## config.mk

```make
export PLATFORM = sky130hd
export DESIGN_NAME = acc_exec_ctrl_flat
export DESIGN_NICKNAME = d
export VERILOG_FILES = /design/src/rtl/acc_exec_ctrl_if.sv /design/src/rtl/acc_exec_ctrl.sv /design/src/flat_wrapper.sv
export SDC_FILE = /design/constraint.sdc
export NUM_CORES = 1
export LEC_CHECK = 0
export ABC_AREA = 1
export CAP_MARGIN = 5
export CORE_AREA = 2 2 113 137
export CTS_BUF_LIST = sky130_fd_sc_hd__clkbuf_4 sky130_fd_sc_hd__clkbuf_8 sky130_fd_sc_hd__clkbuf_16
export CTS_CLUSTER_DIAMETER = 120
export DETAILED_ROUTE_END_ITERATION = 10
export DIE_AREA = 0 0 115 139
export HOLD_SLACK_MARGIN = 0.05
export PLACE_DENSITY = 0.93
export RECOVER_POWER = 50
export SYNTH_ARGS = -nofsm -noshare
export SYNTH_HDL_FRONTEND = slang
export SYNTH_SLANG_ARGS = --single-unit
```

## constraint.sdc

```tcl
create_clock -name CLK -period 4.6 [get_ports CLK]
set_input_delay 1.15 -clock CLK [delete_from_list [all_inputs] [get_ports CLK]]
set_output_delay 1.15 -clock CLK [all_outputs]
set_load 0.01 [all_outputs]
```

## src/rtl/acc_exec_ctrl_if.sv

```systemverilog
// Instruction, register-load, ALU and status bundle for acc_exec_ctrl.
// slave = controller side, master = instruction source / ALU / observer side.
interface acc_exec_ctrl_if #(
    parameter int SIZE   = 8,
    parameter int REG_AW = 4
);
    logic              instr_valid;
    logic              instr_ready;
    logic [2:0]        instr_op;
    logic [REG_AW-1:0] instr_reg;
    logic              instr_use_carry;

    logic              ld_we;
    logic [REG_AW-1:0] ld_addr;
    logic [SIZE-1:0]   ld_data;

    logic              alu_ce;
    logic [2:0]        alu_op;
    logic [SIZE-1:0]   alu_left;
    logic [SIZE-1:0]   alu_right;
    logic              alu_carry_in;
    logic              alu_carry_out;
    logic [SIZE-1:0]   alu_result;

    logic [SIZE-1:0]   acc;
    logic              carry_flag;
    logic              zero_flag;
    logic              result_valid;

    modport slave (
        input  instr_valid, instr_op, instr_reg, instr_use_carry,
        input  ld_we, ld_addr, ld_data,
        input  alu_carry_out, alu_result,
        output instr_ready, alu_ce, alu_op, alu_left, alu_right, alu_carry_in,
        output acc, carry_flag, zero_flag, result_valid
    );

    modport master (
        output instr_valid, instr_op, instr_reg, instr_use_carry,
        output ld_we, ld_addr, ld_data,
        output alu_carry_out, alu_result,
        input  instr_ready, alu_ce, alu_op, alu_left, alu_right, alu_carry_in,
        input  acc, carry_flag, zero_flag, result_valid
    );
endinterface

```

## src/rtl/acc_exec_ctrl.sv

```systemverilog
// Accumulator execution controller feeding the ALU; owns acc, C/Z flags and register file.
// Latency: accept->commit 2 cycles (IDLE/EXEC/WB), 1 cycle with ACC_EXEC_FAST_EN (WB removed).
// Backpressure: instr_ready only in IDLE, so one instruction in flight at a time.
module acc_exec_ctrl #(
    parameter int SIZE   = 8,
    parameter int REG_AW = 4
) (
    input  logic           CLK,
    input  logic           RST_N,
    acc_exec_ctrl_if.slave bus
);
    // Only the opcodes with special commit behaviour are named; the rest share the logic path.
    localparam logic [2:0] OP_ADD = 3'd0;
    localparam logic [2:0] OP_SUB = 3'd1;
    localparam logic [2:0] OP_ST  = 3'd7;

`ifdef ACC_EXEC_FAST_EN
    typedef enum logic [1:0] {IDLE, EXEC} state_t;
`else
    typedef enum logic [1:0] {IDLE, EXEC, WB} state_t;
`endif

    state_t            state_q, state_d;
    logic              ready, ce, rvld, commit;
    logic [2:0]        op_q;
    logic [REG_AW-1:0] idx_q;
    logic              cin_q;
    logic [SIZE-1:0]   acc_q;
    logic              c_q, z_q;
    logic [SIZE-1:0]   rf [0:(1<<REG_AW)-1];
    logic [SIZE-1:0]   res;
    logic              cout;

    always_ff @(posedge CLK or negedge RST_N) begin
        if (!RST_N) state_q <= IDLE;
        else        state_q <= state_d;
    end

    always_comb begin
        state_d = state_q;
        ready   = 1'b0;
        ce      = 1'b0;
        rvld    = 1'b0;
        commit  = 1'b0;
        case (state_q)
            IDLE: begin
                ready = 1'b1;
                if (bus.instr_valid) state_d = EXEC;
            end
            EXEC: begin
                ce = 1'b1;
`ifdef ACC_EXEC_FAST_EN
                rvld    = 1'b1;
                commit  = 1'b1;
                state_d = IDLE;
`else
                state_d = WB;
`endif
            end
`ifndef ACC_EXEC_FAST_EN
            WB: begin
                rvld    = 1'b1;
                commit  = 1'b1;
                state_d = IDLE;
            end
`endif
            default: state_d = IDLE;
        endcase
    end

`ifdef ACC_EXEC_FAST_EN
    assign res  = bus.alu_result;
    assign cout = bus.alu_carry_out;
`else
    logic [SIZE-1:0] res_q;
    logic            cout_q;

    always_ff @(posedge CLK or negedge RST_N) begin
        if (!RST_N) begin
            res_q  <= '0;
            cout_q <= 1'b0;
        end else if (state_q == EXEC) begin
            res_q  <= bus.alu_result;
            cout_q <= bus.alu_carry_out;
        end
    end

    assign res  = res_q;
    assign cout = cout_q;
`endif

    always_ff @(posedge CLK or negedge RST_N) begin
        if (!RST_N) begin
            op_q  <= '0;
            idx_q <= '0;
            cin_q <= 1'b0;
            acc_q <= '0;
            c_q   <= 1'b0;
            z_q   <= 1'b1;
            for (int i = 0; i < (1 << REG_AW); i++) rf[i] <= '0;
        end else begin
            // Carry-in is frozen at acceptance so it holds its value after the commit updates C.
            if (ready && bus.instr_valid) begin
                op_q  <= bus.instr_op;
                idx_q <= bus.instr_reg;
                cin_q <= bus.instr_use_carry & c_q;
            end
            if (bus.ld_we) rf[bus.ld_addr] <= bus.ld_data;
            // A store commit is written after the external load so it wins on an address clash.
            if (commit) begin
                if (op_q == OP_ST) begin
                    rf[idx_q] <= res;
                end else begin
                    acc_q <= res;
                    z_q   <= (res == '0);
                    if (op_q == OP_ADD || op_q == OP_SUB) c_q <= cout;
                end
            end
        end
    end

    assign bus.instr_ready  = ready;
    assign bus.alu_ce       = ce;
    assign bus.result_valid = rvld;
    assign bus.alu_op       = op_q;
    assign bus.alu_left     = acc_q;
    assign bus.alu_right    = rf[idx_q];
    assign bus.alu_carry_in = cin_q;
    assign bus.acc          = acc_q;
    assign bus.carry_flag   = c_q;
    assign bus.zero_flag    = z_q;
endmodule

```

## src/flat_wrapper.sv

```systemverilog
// flat-port wrapper written by rule: the top's interface ports become plain ports
module acc_exec_ctrl_flat 
#(
    parameter int SIZE   = 8,
    parameter int REG_AW = 4
)
  (CLK, RST_N, bus_instr_valid, bus_instr_op, bus_instr_reg, bus_instr_use_carry, bus_ld_we, bus_ld_addr, bus_ld_data, bus_alu_carry_out, bus_alu_result, bus_instr_ready, bus_alu_ce, bus_alu_op, bus_alu_left, bus_alu_right, bus_alu_carry_in, bus_acc, bus_carry_flag, bus_zero_flag, bus_result_valid);
  acc_exec_ctrl_if #(.SIZE(SIZE), .REG_AW(REG_AW)) bus_i ();
  input  logic CLK;
  input  logic RST_N;
  input wire logic [$bits(bus_i.instr_valid)-1:0] bus_instr_valid;
  input wire logic [$bits(bus_i.instr_op)-1:0] bus_instr_op;
  input wire logic [$bits(bus_i.instr_reg)-1:0] bus_instr_reg;
  input wire logic [$bits(bus_i.instr_use_carry)-1:0] bus_instr_use_carry;
  input wire logic [$bits(bus_i.ld_we)-1:0] bus_ld_we;
  input wire logic [$bits(bus_i.ld_addr)-1:0] bus_ld_addr;
  input wire logic [$bits(bus_i.ld_data)-1:0] bus_ld_data;
  input wire logic [$bits(bus_i.alu_carry_out)-1:0] bus_alu_carry_out;
  input wire logic [$bits(bus_i.alu_result)-1:0] bus_alu_result;
  output wire logic [$bits(bus_i.instr_ready)-1:0] bus_instr_ready;
  output wire logic [$bits(bus_i.alu_ce)-1:0] bus_alu_ce;
  output wire logic [$bits(bus_i.alu_op)-1:0] bus_alu_op;
  output wire logic [$bits(bus_i.alu_left)-1:0] bus_alu_left;
  output wire logic [$bits(bus_i.alu_right)-1:0] bus_alu_right;
  output wire logic [$bits(bus_i.alu_carry_in)-1:0] bus_alu_carry_in;
  output wire logic [$bits(bus_i.acc)-1:0] bus_acc;
  output wire logic [$bits(bus_i.carry_flag)-1:0] bus_carry_flag;
  output wire logic [$bits(bus_i.zero_flag)-1:0] bus_zero_flag;
  output wire logic [$bits(bus_i.result_valid)-1:0] bus_result_valid;
  assign bus_i.instr_valid = bus_instr_valid;
  assign bus_i.instr_op = bus_instr_op;
  assign bus_i.instr_reg = bus_instr_reg;
  assign bus_i.instr_use_carry = bus_instr_use_carry;
  assign bus_i.ld_we = bus_ld_we;
  assign bus_i.ld_addr = bus_ld_addr;
  assign bus_i.ld_data = bus_ld_data;
  assign bus_i.alu_carry_out = bus_alu_carry_out;
  assign bus_i.alu_result = bus_alu_result;
  assign bus_instr_ready = bus_i.instr_ready;
  assign bus_alu_ce = bus_i.alu_ce;
  assign bus_alu_op = bus_i.alu_op;
  assign bus_alu_left = bus_i.alu_left;
  assign bus_alu_right = bus_i.alu_right;
  assign bus_alu_carry_in = bus_i.alu_carry_in;
  assign bus_acc = bus_i.acc;
  assign bus_carry_flag = bus_i.carry_flag;
  assign bus_zero_flag = bus_i.zero_flag;
  assign bus_result_valid = bus_i.result_valid;
  acc_exec_ctrl #(.SIZE(SIZE), .REG_AW(REG_AW)) u_core (.CLK(CLK), .RST_N(RST_N), .bus(bus_i));
endmodule
```

==> impl_metrics.json, run 1 <==
{
  "grt_max_degree": 103,
  "yosysSeqAreaShare_pct": 42.7,
  "placed_area_mm2": 0.00986,
  "cts_resized": 0,
  "met1_length_um": 11200,
  "first_pass_iters": 6,
  "worst_ep_required_time_ns": 3.45,
  "dp_hpwl_um": 20200,
  "portBuffers": 65,
  "antenna_found_initial": 0,
  "clockBufferDepth": 2,
  "setup_tns_ns": 0,
  "drtIter0Drc": 1125,
  "drcViolationCount": 0,
  "postCtsSetupBuffers": 0,
  "route.met3.wl_um": 3430,
  "grt_first_pass_wirelength_um": 48600,
  "wirelength_um": 31100,
  "slew_violations": 102,
  "clk_pin_slew_ns": 0.06,
  "cts_buffers": 17,
  "io_pins": 66,
  "skew_ns": 0.00841,
  "post-route-util_pct": 70.8,
  "dp.cells": 1620,
  "min_path_cells": 1,
  "cts_max_level": 4,
  "drive_gt1_share_pct": 5.56,
  "synthXorXnorAreaFrac_pct": 0,
  "ant_nets": 0,
  "path_class": "reg -> out",
  "synth_compound_area_share_pct": 8.54,
  "start_util_pct": 62.6,
  "diodes": 0,
  "grt_usage_pct": 40.7,
  "r2r_cells": 7,
  "rsz0062_at_grt": "false",
  "gp_congestion": 1.04,
  "fmax_ghz": 0.262,
  "finalHoldViolations": 0,
  "ys_types": 24,
  "ctsHoldBuffers": 0,
  "avgSynthCellArea_um2": 6.42,
  "peakVddDrop_mv": 0.442,
  "fp.coreArea_mm2": 0.0147,
  "rows": 49,
  "fin_nets": 1494,
  "crit_path_end_kind": "output port",
  "synthSimpleGateAreaFrac_pct": 39.8,
  "tightest_slew_ns": 2.63,
  "wl_met2_um": 13700,
  "syn_area_mm2": 0.00921,
  "syn2layout_area_growth_pct": 13.1,
  "cts_tree": "built",
  "synth_adder_area_share_pct": 0,
  "clk_latency_ns": 0.45,
  "fin_total_pwr_uw": 5280,
  "finalCritPeriodShare_pct": 83.1,
  "grt_overflow": 0,
  "cp_data_arrival_time_ns": 2.67,
  "grt_pass1_vias": 9060,
  "top_layer": "met4",
  "critPathMaxFanout": 66,
  "cts.sinks": 157,
  "min_period_ns": 3.82,
  "p_per_area_mw_per_mm2": 507,
  "dieWidth_um": 115,
  "cp-start-kind": "flip-flop",
  "slew_headroom_pct": -75.1,
  "synthCells": 1435,
  "wire_per_inst_um": 18.8,
  "ys_seq_elements": 157,
  "leakagePower_uw": 0.00584,
  "drv_cap": 1,
  "dieArea_mm2": 0.0160,
  "synth_mux_area_share_pct": 0,
  "status": "finished with violations",
  "synth_top_family_by_area": "simple AND/OR/NAND/NOR gates",
  "syn-num-nets": 1468,
  "setup_viol": 0,
  "final_area_mm2": 0.0104,
  "layoutNonFillerInstCount": 1652,
  "violations": "capacitance limit, slew limit",
  "vias": 9514,
  "die_h_um": 139,
  "viasPerCell": 5.76,
  "cts-root-buf": "clkbuf_16",
  "min_path_type": "reg -> reg",
  "ys_warn_count": 0
}
-- through the flow --
step	hold slack [ns]	setup slack, ns
6_report	0.492	0.779
5_1_grt	0.514	0.641
3_3_place_gp	0.472	1.24
4_1_cts	0.504	0.828
3_5_place_dp	0.487	1.18
2_1_floorplan	0.465	2.09
-- layout make-up --
cell class | count | area (um2)
Clock buffer | 19 | 447
Clock inverter | 13 | 116
Fill cell | 1182 | 4300
Inverter | 134 | 503
Multi-Input combinational cell | 1076 | 4450
Sequential cell | 157 | 3930
Tap cell | 178 | 223
Timing Repair Buffer | 75 | 746
-- layout by cell type (no fill, tap or decap), types with 3 or more instances in the layout --
master           count
nor2_4               4
buf_4                8
dfrtp_1            155
clkinv_1             6
clkbuf_16           17
nand3_2              8
nor2_1              42
clkinvlp_4           3
nor2_2               4
o21ai_0            101
clkinv_2             4
nand2_1            803
a31oi_1              3
clkdlybuf4s50_1     62
clkinv_4             3
o22ai_1             14
nand2_2             11
nand3_1             47
inv_1              120
o21ai_1             24
a21oi_1             11
inv_2                8
-- per-layer routing --
metal | vias to the layer above | GRT usage, %
li1 | 4421 | -
met2 | 606 | 60.9
met5 | - | 0
met4 | 0 | 30.1
met1 | 4323 | 50.6
met3 | 164 | 10.1
-- cells by family (layout without fill, tap and decap cells) --
group,count (synthesis),in the layout
simple gates,923,923
buf+inv,202,241
flops,157,157
compound gates,153,153
-- Yosys cell counts --
master / n / area, um2
nand2_1: 802 / 3010
dfrtp_1: 156 / 3900
inv_1: 121 / 454
o21ai_0: 101 / 505
nand3_1: 47 / 235
nor2_1: 42 / 158
clkbuf_1: 28 / 105
o21ai_1: 24 / 120
buf_2: 23 / 115
o22ai_1: 14 / 87.6
nand2_2: 12 / 75.1
a21oi_1: 11 / 55.1
buf_4: 11 / 82.6
nand3_2: 8 / 80.1
inv_2: 7 / 26.3
buf_1: 6 / 22.5
clkinv_1: 6 / 22.5
nor2_2: 4 / 25.0
nor2_4: 4 / 45.0
a31oi_1: 3 / 18.8
nand4_1: 2 / 12.5
dfstp_2: 1 / 26.3
nor2_8: 1 / 20.0
or2_2: 1 / 6.26
-- sequential cells by signal (all words and copies together), names as in the netlist --
register,cells
u_core.bus.acc,8
u_core.bus.alu_carry_in,1
u_core.bus.alu_op,3
u_core.bus.carry_flag,1
u_core.bus.zero_flag,1
u_core.cout,1
u_core.idx_q,4
u_core.res,8
u_core.rf,128
u_core.state_q,2
-- worst max-delay path: stages (launching register included) --
cell	delay [ns]
dfrtp_2	0.37
buf_4	0.58
nand2_1	0.26
nand2_1	0.13
nand2_1	0.05
nand2_1	0.08
nand2_1	0.04
nand2_1	0.06
inv_1	0.04
nand2_1	0.07
clkdlybuf4s50_1	0.54
-- where the power goes --
part	total [uW]	internal (uW)	leakage, uW	switching, uW
Clock	1360	764	0.000273	596
Combinational	1790	680	0.00371	1110
Sequential	2130	1740	0.00185	391
Total	5280	3190	0.00584	2090
-- worst paths after layout --
| check | start | end | slack (ns) |
|---|---|---|---|
| worst max-delay path | u_core.idx_q[0]$_DFFE_PN0P_ | bus_alu_right[4] | 0.78 |
| worst min-delay path | u_core.state_q[1]$_DFFE_PN0P_ | u_core.state_q[1]$_DFFE_PN0P_ | 0.49 |
| worst max register to register | u_core.idx_q[0]$_DFFE_PN0P_ | u_core.rf[33]$_DFF_PN0_ | 2.19 |
| worst min register to register | u_core.state_q[1]$_DFFE_PN0P_ | u_core.state_q[1]$_DFFE_PN0P_ | 0.49 |
| max in group asynchronous | RST_N | u_core.idx_q[0]$_DFFE_PN0P_ | 1.37 |
| min in group asynchronous | RST_N | u_core.res[1]$_DFFE_PN0P_ | 1.50 |
(Power assumes the default switching activity.)
==> run 2, diff against run 1 <==
CORE_AREA = 2 2 123 149   (was 2 2 113 137)
DIE_AREA = 0 0 125 151   (was 0 0 115 139)
PLACE_DENSITY = 0.84   (was 0.93)
clock period = 3.1 ns   (was 4.6 ns; I/O delays follow)
==> impl_metrics.json, run 2 (synthesized netlist as in run 1, its figures left out) <==
{
  "placed_area_mm2": 0.0101,
  "finalCritPeriodShare_pct": 89.4,
  "largest-register": "u_core.rf",
  "crit_slowest_cell": "dfrtp_2",
  "path_cells": "buf_4 > clkbuf_16 > nand2_1 > nand2_1 > nand2_1 > nand2_1 > nand2_1 > nand2_1 > inv_1 > nand2_1 > dlymetal6s2s_1",
  "clk_pin_slew_ns": 0.06,
  "layoutNonFillerInstCount": 1715,
  "num-fill-cells": 1595,
  "leakagePower_uw": 0.00607,
  "drive_gt1_share_pct": 6.76,
  "syn2layout_area_growth_pct": 16.8,
  "slowest_delay_ns": 0.46,
  "clockBufferDepth": 2,
  "p_per_area_mw_per_mm2": 748,
  "min_path_type": "reg -> reg",
  "dieWidth_um": 125,
  "final_cell_mix": "nand2_1 (801), dfrtp_1 (155), inv_1 (120), o21ai_0 (101), clkdlybuf4s50_1 (55)",
  "worst_ep_required_time_ns": 2.32,
  "first_pass_iters": 9,
  "grt_overflow": 0,
  "portBuffers": 65,
  "cts_buffers": 17,
  "slew_violations": 60,
  "largest_reg_flops": 128,
  "wire_per_inst_um": 19.1,
  "grtUsageMet2_pct": 55.5,
  "fmax_ghz": 0.361,
  "final_common_cell": "nand2_1",
  "peakVddDrop_mv": 0.541,
  "cp_data_arrival_time_ns": 2.00,
  "final_area_mm2": 0.0108,
  "wirelength_um": 32800,
  "r2r_cells": 5,
  "die_h_um": 151,
  "drtIter0Drc": 1363,
  "gr-usage-met3_pct": 6.92,
  "dieArea_mm2": 0.0189,
  "cts.sinks": 157,
  "clk_latency_ns": 0.44,
  "dp_hpwl_um": 21000,
  "cp-start-kind": "flip-flop",
  "grt_max_degree": 67,
  "ant_nets": 0,
  "rows": 53,
  "tightest_slew_ns": 1.58,
  "slew_headroom_pct": -5.60,
  "r2r_start": "u_core.res[1]$_DFFE_PN0P_",
  "io_pins": 66,
  "rsz0062_at_grt": "false",
  "vias": 9716,
  "status": "finished with violations",
  "gp_congestion": 1.01,
  "fp.coreArea_mm2": 0.0174,
  "min_path_cells": 1,
  "setup_viol": 0,
  "diodes": 0,
  "min_period_ns": 2.77,
  "antenna_found_initial": 0,
  "timing.rr.end": "u_core.bus.zero_flag$_DFFE_PN1P_",
  "globalRouteMet1Util_pct": 43.1,
  "dp.cells": 1677,
  "finalHoldViolations": 0,
  "start_util_pct": 53.0,
  "critPathMaxFanout": 17,
  "crit_path_end_kind": "output port",
  "violations": "capacitance limit, slew limit",
  "ctsHoldBuffers": 0,
  "drcViolationCount": 0,
  "grt_first_pass_wirelength_um": 50400,
  "rrSetupSlack_ns": 0.61,
  "cts_max_level": 4,
  "min_to": "u_core.state_q[1]$_DFFE_PN0P_",
  "cts-root-buf": "clkbuf_16",
  "drv_cap": 1,
  "busiest_layer": "met2",
  "path_class": "reg -> out",
  "path_common_cell": "nand2_1",
  "skew_ns": 0.0168,
  "cts_tree": "built",
  "grt_pass1_vias": 9207,
  "setup_tns_ns": 0,
  "viasPerCell": 5.67,
  "grt_usage_pct": 34.9,
  "fin_nets": 1515,
  "hp-start": "u_core.state_q[1]$_DFFE_PN0P_"
}
==> run 2: what timing repair did <==
item | in CTS | in global routing
gates cloned | 1 | 4
buffers inserted | 0 | 1
hold endpoints to repair | 0 | 0
gates resized for setup | 3 | 15
endpoints found under the setup margin | 1 | 8
==> run 2: worst max path at each step <==
| stage | startpoint | to | slack [ns] | cells after the start |
|---|---|---|---|---|
| after global placement | u_core.idx_q[0]$_DFFE_PN0P_ | bus_alu_right[3] | 0.42 | 11 |
| after CTS | u_core.idx_q[0]$_DFFE_PN0P_ | bus_alu_right[3] | 0.01 | 11 |
| after global routing | u_core.idx_q[0]$_DFFE_PN0P_ | bus_alu_right[4] | 0.28 | 11 |
| after floorplan | u_core.idx_q[0]$_DFFE_PN0P_ | bus_alu_right[0] | 0.97 | 11 |
| final | u_core.idx_q[0]$_DFFE_PN0P_ | bus_alu_right[1] | 0.33 | 11 |
| after detailed placement | bus_ld_addr[2] | u_core.rf[127]$_DFF_PN0_ | 0.37 | 6 |
==> run 2: power breakdown <==
part | switching [uW] | total (uW) | leakage (uW) | internal (uW)
Clock | 938 | 2040 | 0.000275 | 1100
Sequential | 485 | 3070 | 0.00185 | 2590
Combinational | 1830 | 2930 | 0.00394 | 1110
==> run 2: per-stage QoR <==
step | power [uW] | hold WS (ns) | setup slack [ns] | utilization, %
after global routing | 8480 | 0.506 | 0.283 | 61.9
after CTS | 7890 | 0.340 | 0.0123 | 61.3
after detailed placement | 5820 | 0.490 | 0.373 | 57.9
after global placement | 5750 | 0.477 | 0.420 | 57.9
final | 8040 | 0.486 | 0.328 | 61.9
after floorplan | 4630 | 0.465 | 0.970 | -
==> run 2: area by class of cell <==
cell class              instances  area [um2]  area share [%]
clock inverters                12         104           0.965
multi-input cells            1076        4460            41.4
repair buffers                 96        1020            9.50
flip-flops and latches        157        3930            36.5
inverters                     134         510            4.74
clock buffers                  20         460            4.28
well taps                     220         275            2.56
==> run 2: worst max-delay path: cells and delay by family (launching register included) <==
family / cells / cell delay, ns
and+or+nand+nor: 7 / 0.44
buffers and inverters: 4 / 0.66
DFF: 1 / 0.46
==> run 2: per-layer routing <==
metal  vias to the layer above  share of wire, %
li1                       4467                 -
met1                      4389                36
met2                       690                45
met3                       170                12
met4                         0               8.1
met5                         -                 0
